<file path="config.mk">
export PLATFORM = sky130hd
export DESIGN_NAME = lfsr_word_gen_flat
export DESIGN_NICKNAME = d
export VERILOG_FILES = /design/src/rtl/lfsr_word_gen_pkg.sv /design/src/rtl/lfsr_word_gen_if.sv /design/src/rtl/lfsr_word_gen_step.sv /design/src/rtl/lfsr_word_gen.sv /design/src/flat_wrapper.sv
export SDC_FILE = /design/constraint.sdc
export NUM_CORES = 1
export LEC_CHECK = 0
export BUFFER_PORTS_ARGS = -buffer_cell sky130_fd_sc_hd__buf_2
export CORE_ASPECT_RATIO = 1.4
export CORE_UTILIZATION = 55
export CTS_CLUSTER_DIAMETER = 40
export DETAILED_ROUTE_END_ITERATION = 8
export PLACE_DENSITY = 0.87
export SYNTH_ARGS = -nofsm -noshare
export SYNTH_HDL_FRONTEND = slang
export SYNTH_SLANG_ARGS = --single-unit
</file>
<file path="constraint.sdc">
create_clock -name up_clk -period 5.2 [get_ports up_clk]
set_input_delay 0.78 -clock up_clk [delete_from_list [all_inputs] [get_ports up_clk]]
set_output_delay 0.78 -clock up_clk [all_outputs]
set_load 0.02 [all_outputs]
</file>
<file path="src/rtl/lfsr_word_gen_pkg.sv">
// lfsr_word_gen shared package: FSM states, default taps/seeds, Galois step.
// Used by lfsr_galois_step and lfsr_word_gen.
package lfsr_pkg;

    typedef enum logic [1:0] {
        ST_IDLE = 2'd0,
        ST_LOAD = 2'd1,
        ST_RUN  = 2'd2
    } lfsr_state_e;

    // Right-shift Galois masks (maximal length) and default seeds
    localparam logic [15:0] POLY16 = 16'hB400;
    localparam logic [15:0] SEED16 = 16'h0001;
    localparam logic [31:0] POLY32 = 32'h80200003;
    localparam logic [31:0] SEED32 = 32'h00000001;
    localparam logic [63:0] POLY64 = 64'hD800000000000000;
    localparam logic [63:0] SEED64 = 64'h0000000000000001;

    function automatic logic [63:0] galois_step(
        input logic [63:0] v,
        input logic [63:0] poly
    );
        return (v >> 1) ^ (v[0] ? poly : 64'd0);
    endfunction

endpackage

</file>
<file path="src/rtl/lfsr_word_gen_if.sv">
// Valid/ready word stream carried from lfsr_word_gen to its consumer.
// master drives valid/data, slave drives ready.
interface lfsr_word_gen_if #(
    parameter int WIDTH = 32
);
    logic             m_valid;
    logic [WIDTH-1:0] m_data;
    logic             m_ready;

    modport master (
        output m_valid,
        output m_data,
        input  m_ready
    );

    modport slave (
        input  m_valid,
        input  m_data,
        output m_ready
    );
endinterface

</file>
<file path="src/rtl/lfsr_word_gen_step.sv">
// Combinational one-step advance of a right-shift Galois LFSR.
// Parameterised by WIDTH and feedback mask POLY.
module lfsr_galois_step
    import lfsr_pkg::*;
#(
    parameter int               WIDTH = 32,
    parameter logic [WIDTH-1:0] POLY  = WIDTH'(POLY32)
) (
    input  logic [WIDTH-1:0] cur,
    output logic [WIDTH-1:0] nxt
);
    always_comb begin
        nxt = WIDTH'(galois_step(64'(cur), 64'(POLY)));
    end
endmodule

</file>
<file path="src/rtl/lfsr_word_gen.sv">
// Burst generator of Galois LFSR words on a valid/ready stream.
// Optional stall counter built when LFSR_STALL_CNT_EN is defined.
module lfsr_word_gen
    import lfsr_pkg::*;
#(
    parameter int               WIDTH = 32,
    parameter logic [WIDTH-1:0] POLY  = WIDTH'(POLY32),
    parameter logic [WIDTH-1:0] SEED  = WIDTH'(SEED32),
    parameter int               CNT_W = 16
) (
    input  logic                 up_clk,
    input  logic                 up_rst,
    input  logic [WIDTH-1:0]     cfg_seed,
    input  logic                 cfg_seed_load,
    input  logic [CNT_W-1:0]     cfg_burst_len,
    input  logic                 cfg_start,
    input  logic                 cfg_abort,
    lfsr_word_gen_if.master      m_if,
    output logic                 busy,
    output logic                 done,
    output logic [CNT_W-1:0]     word_cnt,
    output logic [31:0]          stall_cnt
);
    lfsr_state_e      state_q, state_d;
    logic [WIDTH-1:0] lfsr_q, lfsr_d;
    logic [WIDTH-1:0] data_q, data_d;
    logic             valid_q, valid_d;
    logic             busy_q, busy_d;
    logic             done_q, done_d;
    logic [CNT_W-1:0] cnt_q, cnt_d;
    logic [CNT_W-1:0] len_q, len_d;
    logic [WIDTH-1:0] lfsr_next;
    logic             hs;
    logic             last;
    logic             start_ok;

    lfsr_galois_step #(
        .WIDTH (WIDTH),
        .POLY  (POLY)
    ) u_step (
        .cur (lfsr_q),
        .nxt (lfsr_next)
    );

    assign hs       = valid_q && m_if.m_ready;
    assign last     = (cnt_q + CNT_W'(1)) == len_q;
    assign start_ok = (state_q == ST_IDLE) && !cfg_seed_load
                   && cfg_start && (cfg_burst_len != '0);

    always_comb begin
        state_d = state_q;
        lfsr_d  = lfsr_q;
        data_d  = data_q;
        valid_d = valid_q;
        busy_d  = busy_q;
        done_d  = 1'b0;
        cnt_d   = cnt_q;
        len_d   = len_q;
        unique case (state_q)
            ST_IDLE: begin
                if (cfg_seed_load) begin
                    lfsr_d = (cfg_seed == '0) ? SEED : cfg_seed;
                end else if (start_ok) begin
                    state_d = ST_LOAD;
                    busy_d  = 1'b1;
                    cnt_d   = '0;
                    len_d   = cfg_burst_len;
                end
            end
            ST_LOAD: begin
                if (cfg_abort) begin
                    state_d = ST_IDLE;
                    busy_d  = 1'b0;
                end else begin
                    data_d  = lfsr_q;
                    valid_d = 1'b1;
                    lfsr_d  = lfsr_next;
                    state_d = ST_RUN;
                end
            end
            ST_RUN: begin
                if (hs) begin
                    cnt_d = cnt_q + CNT_W'(1);
                end
                // final handshake beats a coincident abort
                if (hs && last) begin
                    valid_d = 1'b0;
                    busy_d  = 1'b0;
                    done_d  = 1'b1;
                    state_d = ST_IDLE;
                end else if (cfg_abort) begin
                    valid_d = 1'b0;
                    busy_d  = 1'b0;
                    state_d = ST_IDLE;
                end else if (hs) begin
                    data_d = lfsr_q;
                    lfsr_d = lfsr_next;
                end
            end
            default: begin
                state_d = ST_IDLE;
            end
        endcase
    end

    always_ff @(posedge up_clk) begin
        if (up_rst) begin
            state_q <= ST_IDLE;
            lfsr_q  <= SEED;
            data_q  <= '0;
            valid_q <= 1'b0;
            busy_q  <= 1'b0;
            done_q  <= 1'b0;
            cnt_q   <= '0;
            len_q   <= '0;
        end else begin
            state_q <= state_d;
            lfsr_q  <= lfsr_d;
            data_q  <= data_d;
            valid_q <= valid_d;
            busy_q  <= busy_d;
            done_q  <= done_d;
            cnt_q   <= cnt_d;
            len_q   <= len_d;
        end
    end

`ifdef LFSR_STALL_CNT_EN
    logic [31:0] stall_q, stall_d;

    always_comb begin
        stall_d = stall_q;
        if (start_ok) begin
            stall_d = '0;
        end else if (valid_q && !m_if.m_ready && (stall_q != '1)) begin
            stall_d = stall_q + 32'd1;
        end
    end

    always_ff @(posedge up_clk) begin
        if (up_rst) begin
            stall_q <= '0;
        end else begin
            stall_q <= stall_d;
        end
    end

    assign stall_cnt = stall_q;
`else
    assign stall_cnt = '0;
`endif

    assign m_if.m_valid = valid_q;
    assign m_if.m_data  = data_q;
    assign busy         = busy_q;
    assign done         = done_q;
    assign word_cnt     = cnt_q;
endmodule

</file>
<file path="src/flat_wrapper.sv">
// flat-port wrapper written by rule: the top's interface ports become plain ports
module lfsr_word_gen_flat import lfsr_pkg::*;
#(
    parameter int               WIDTH = 32,
    parameter logic [WIDTH-1:0] POLY  = WIDTH'(POLY32),
    parameter logic [WIDTH-1:0] SEED  = WIDTH'(SEED32),
    parameter int               CNT_W = 16
)
  (up_clk, up_rst, cfg_seed, cfg_seed_load, cfg_burst_len, cfg_start, cfg_abort, busy, done, word_cnt, stall_cnt, m_if_m_valid, m_if_m_data, m_if_m_ready);
  lfsr_word_gen_if #(.WIDTH(WIDTH)) m_if_i ();
  input  logic up_clk;
  input  logic up_rst;
  input  logic [WIDTH-1:0] cfg_seed;
  input  logic cfg_seed_load;
  input  logic [CNT_W-1:0] cfg_burst_len;
  input  logic cfg_start;
  input  logic cfg_abort;
  output logic busy;
  output logic done;
  output logic [CNT_W-1:0] word_cnt;
  output logic [31:0] stall_cnt;
  output wire logic [$bits(m_if_i.m_valid)-1:0] m_if_m_valid;
  output wire logic [$bits(m_if_i.m_data)-1:0] m_if_m_data;
  input wire logic [$bits(m_if_i.m_ready)-1:0] m_if_m_ready;
  assign m_if_m_valid = m_if_i.m_valid;
  assign m_if_m_data = m_if_i.m_data;
  assign m_if_i.m_ready = m_if_m_ready;
  lfsr_word_gen #(.WIDTH(WIDTH), .POLY(POLY), .SEED(SEED), .CNT_W(CNT_W)) u_core (.up_clk(up_clk), .up_rst(up_rst), .cfg_seed(cfg_seed), .cfg_seed_load(cfg_seed_load), .cfg_burst_len(cfg_burst_len), .cfg_start(cfg_start), .cfg_abort(cfg_abort), .m_if(m_if_i), .busy(busy), .done(done), .word_cnt(word_cnt), .stall_cnt(stall_cnt));
endmodule
</file>
==> out/results.tsv <==
stage	metric	value	unit
status	outcome	complete, no violations	
logic_synthesis	synthMuxAreaShare	0.141	
logic_synthesis	synthCells	633	
sta	setup_violations	0	
worst_setup_path	crit_family	simple AND/OR/NAND/NOR gates	
place	place_congestion	0.866	
logic_synthesis	synth_compound_area_frac	0.164	
clock_network	clk-insertion-delay-late	0.35	ns
logic_synthesis	async_flop_share	0	
logic_synthesis	synth_top_area_cell	dfxtp_1	
route	totalWireLength	13.6	mm
global_route	grt_max_degree	96	
clock_network	cts_post_setup_buffers_inserted	0	
sta	grt_setup_unrepaired	false	
cells_and_area	num_antenna_cells	0	
logic_synthesis	synthesis.area	0.00576	sq mm
floorplanning	die_h	123	microns
sta	final_max_slew_viol_count	0	
route	drt_iter0_drc	402	
job	maxCapViolations	0	
route	vias	4918	
floorplanning	initial_core_util	0.573	
clock_network	cts-root-buf	clkbuf_16	
logic_synthesis	synth_seq_cells	101	
worst_setup_path	end_kind	flip-flop	
route	ant_nets	0	
sta	tightestPinTransition	1.14	ns
clock_network	cts_resized	0	
place	dp_slack	1.36	ns
global_route	antenna_found_initial	0	
global_route	grt_pass1_vias	4560	
power_and_ir_drop	leakagePower	2.77	nW
logic_synthesis	synth.area.top_cells	dfxtp_1, mux2i_1, nand2b_1, a211oi_1, buf_4	
worst_setup_path	start_kind	flip-flop	
clock_network	cts_sinks	101	
logic_synthesis	synth.avg_cell_area	9.10	sq um
floorplanning	die_w	88.5	microns
worst_setup_path	worstPathMaxFanout	37	
clock_network	cts_buffers	9	
sta	slew-limit-headroom	0.238	
logic_synthesis	yosysWarnings	0	
sta	layout_min_cycle_time	3.93	ns
worst_setup_path	cp.required	5.44	ns
place	portBuffers	104	
worst_setup_path	r2r_cells	9	
floorplanning	io_pins	137	
sta	fmax	254	MHz
worst_setup_path	slowest_delay	0.63	ns
worst_setup_path	worstPathCellList	ha_1 > nand3_1 > or4_4 > xor2_1 > o2111ai_1 > or4_1 > buf_4 > a21o_1 > a211oi_1	
route	wl_per_cell	16.2	microns
global_route	grt_pass1_wl	21.3	mm
global_route	grt_overflow	0	
floorplanning	rows	43	
sta	post-route-period-util	0.756	
worst_setup_path	r2r_start	u_core.word_cnt[0]$_SDFFE_PP0P_	
worst_hold_path	worst_hold_path_type	flip-flop to flip-flop	
place	dp.cells	825	
power_and_ir_drop	ir_worst_vdd	0.228	mV
worst_setup_path	worstReg2RegEnd	u_core.lfsr_q[15]$_SDFFE_PP0P_	
place	post_dp_cell_area	0.00612	sq mm
worst_setup_path	worstPathArrival	4.17	ns
sta	worst_slack	1.27	ns
cells_and_area	final_cell_area	0.00643	sq mm
cells_and_area	nets	760	
route	drc	0	
worst_setup_path	crit_start	u_core.word_cnt[0]$_SDFFE_PP0P_	
sta	tns	0	ns
logic_synthesis	synth-edff-count	0	
floorplanning	die_area	0.0109	sq mm
route	vias_per_cell	5.85	
logic_synthesis	synth_seq_area_share	0.351	
route	first_pass_iters	5	
logic_synthesis	synth_top_family_by_area	simple AND/OR/NAND/NOR gates	
clock_network	hold_buffers	0	
cells_and_area	drive_gt1_frac	0.206	
clock_network	cts_tree	done	
global_route	grtUsageTotal	0.249	
clock_network	htreeDepth	3	
place	post-dp-hpwl	9.60	mm
worst_hold_path	worstHoldStart	u_core.m_if.m_data[12]$_SDFFE_PP0P_	
cells_and_area	stdcell_count	840	
sta	finClkSkew	0.0122	ns
logic_synthesis	synth.cells.most_frequent	dfxtp_1, mux2i_1, nand2b_1	
worst_hold_path	hold-path-endpoint	u_core.m_if.m_data[12]$_SDFFE_PP0P_	
floorplanning	coreArea	0.0101	sq mm
logic_synthesis	synth-adder-area-share	0.0109	
logic_synthesis	yosysTopAreaCellShare	0.351	
cells_and_area	syn_to_final_growth	11.6	%
clock_network	clk_pin_slew	0.07	ns
worst_setup_path	path_buf_inv	1	
power_and_ir_drop	powerDensity	292	mW/mm^2
logic_synthesis	synth-xor-area-share	0.0374	
logic_synthesis	ys.flop_type	dfxtp_1	
worst_hold_path	holdPathStages	2	
logic_synthesis	synth.distinct_cells	58	
worst_setup_path	crit_path_top_delay_cell	or4_4	
worst_setup_path	critical_path_class	flip-flop to flip-flop	
sta	hold_viol	0	
logic_synthesis	synthMostInstantiatedCell	dfxtp_1	
logic_synthesis	synthSimpleGateAreaFrac	0.203	
clock_network	clk_path_buf_depth	2	
worst_setup_path	r2r_setup_slack	1.27	ns
how the worst max path moves through the flow:
| stage | endpoint | slack (ns) | cells past startpoint |
|---|---|---|---|
| floorplan | u_core.m_if.m_data[10]$_SDFFE_PP0P_ | 1.94 | 10 |
| global placement | u_core.lfsr_q[18]$_SDFFE_PP0P_ | 1.52 | 9 |
| detailed placement | u_core.lfsr_q[16]$_SDFFE_PP0P_ | 1.36 | 9 |
| CTS | u_core.lfsr_q[15]$_SDFFE_PP0P_ | 1.27 | 9 |
| global route | u_core.lfsr_q[15]$_SDFFE_PP0P_ | 1.06 | 9 |
| finish | u_core.lfsr_q[15]$_SDFFE_PP0P_ | 1.27 | 9 |
stage by stage:
stage | total power, mW | hold slack, ns | util
after global routing | 1.96 | 0.495 | 0.639
after CTS | 1.88 | 0.475 | 0.639
after global placement | 1.19 | 0.457 | 0.609
after detailed placement | 1.20 | 0.463 | 0.609
after floorplan | 1.14 | 0.461 | -
final | 1.88 | 0.472 | 0.639
worst min-delay path: stages (launching register included):
cell and delay (ns):
dfxtp_1 0.31, nand2b_1 0.06, mux2i_1 0.06
where the power goes:
part           switching (mW)  internal, mW
Combinational           0.189         0.133
Sequential             0.0425         0.822
Clock                   0.310         0.381
cell type report:
cell class | instances | area, sq um
inverter | 8 | 30.0
sequential | 101 | 2020
tap | 135 | 169
fill | 830 | 3630
multi-input combinational | 471 | 3340
timing repair buffer | 110 | 568
clock inverter | 6 | 77.6
clock buffer | 9 | 225
kinds of logic (layout without fill, tap and decap cells):
family          after synthesis  in the layout
xor+xnor                     23             23
mux                          81             81
fa+ha+maj                     5              5
buf+inv                      92            133
simple gates                201            201
flops                       101            101
other cells                   1             32
compound gates              129            129
metal layers:
metal | track usage | routed length, microns | vias up
li1 | - | - | 2360
met1 | 0.287 | 5580 | 2339
met2 | 0.441 | 6950 | 190
met3 | 0.0394 | 726 | 29
met4 | 0.122 | 367 | 0
met5 | 0 | 0 | -
sequential cells by signal, summed over array words and instances, names as in the netlist:
signal and cells:
u_core.busy 1, u_core.done 1, u_core.word_cnt 16, u_core.state_q 2, u_core.lfsr_q 32, u_core.m_if.m_data 32
u_core.len_q 16, u_core.m_if.m_valid 1
placed cells by master, fill, tap and decap left out, types with 3 or more instances in the layout:
master / netlist / layout
a211o_1: 4 / 4
a211oi_1: 48 / 48
a211oi_2: 10 / 10
a21oi_1: 23 / 23
a311oi_1: 3 / 3
and2_1: 11 / 11
and4_1: 3 / 3
buf_2: 8 / 103
buf_4: 35 / 7
clkbuf_16: 0 / 9
conb_1: 1 / 32
dfxtp_1: 101 / 101
ha_1: 5 / 4
inv_1: 8 / 8
mux2i_1: 79 / 79
nand2_1: 16 / 16
nand2b_1: 64 / 64
nand3_1: 12 / 12
nand4_1: 12 / 12
nor2_1: 30 / 29
nor2b_1: 6 / 6
nor3_1: 6 / 5
nor4_1: 15 / 15
o2111ai_1: 3 / 3
o21ai_0: 18 / 18
o31ai_1: 5 / 5
or3_1: 9 / 9
or4_1: 5 / 5
xnor2_1: 13 / 13
xor2_1: 9 / 9
Note: power is estimated with default switching activity, not from simulation.
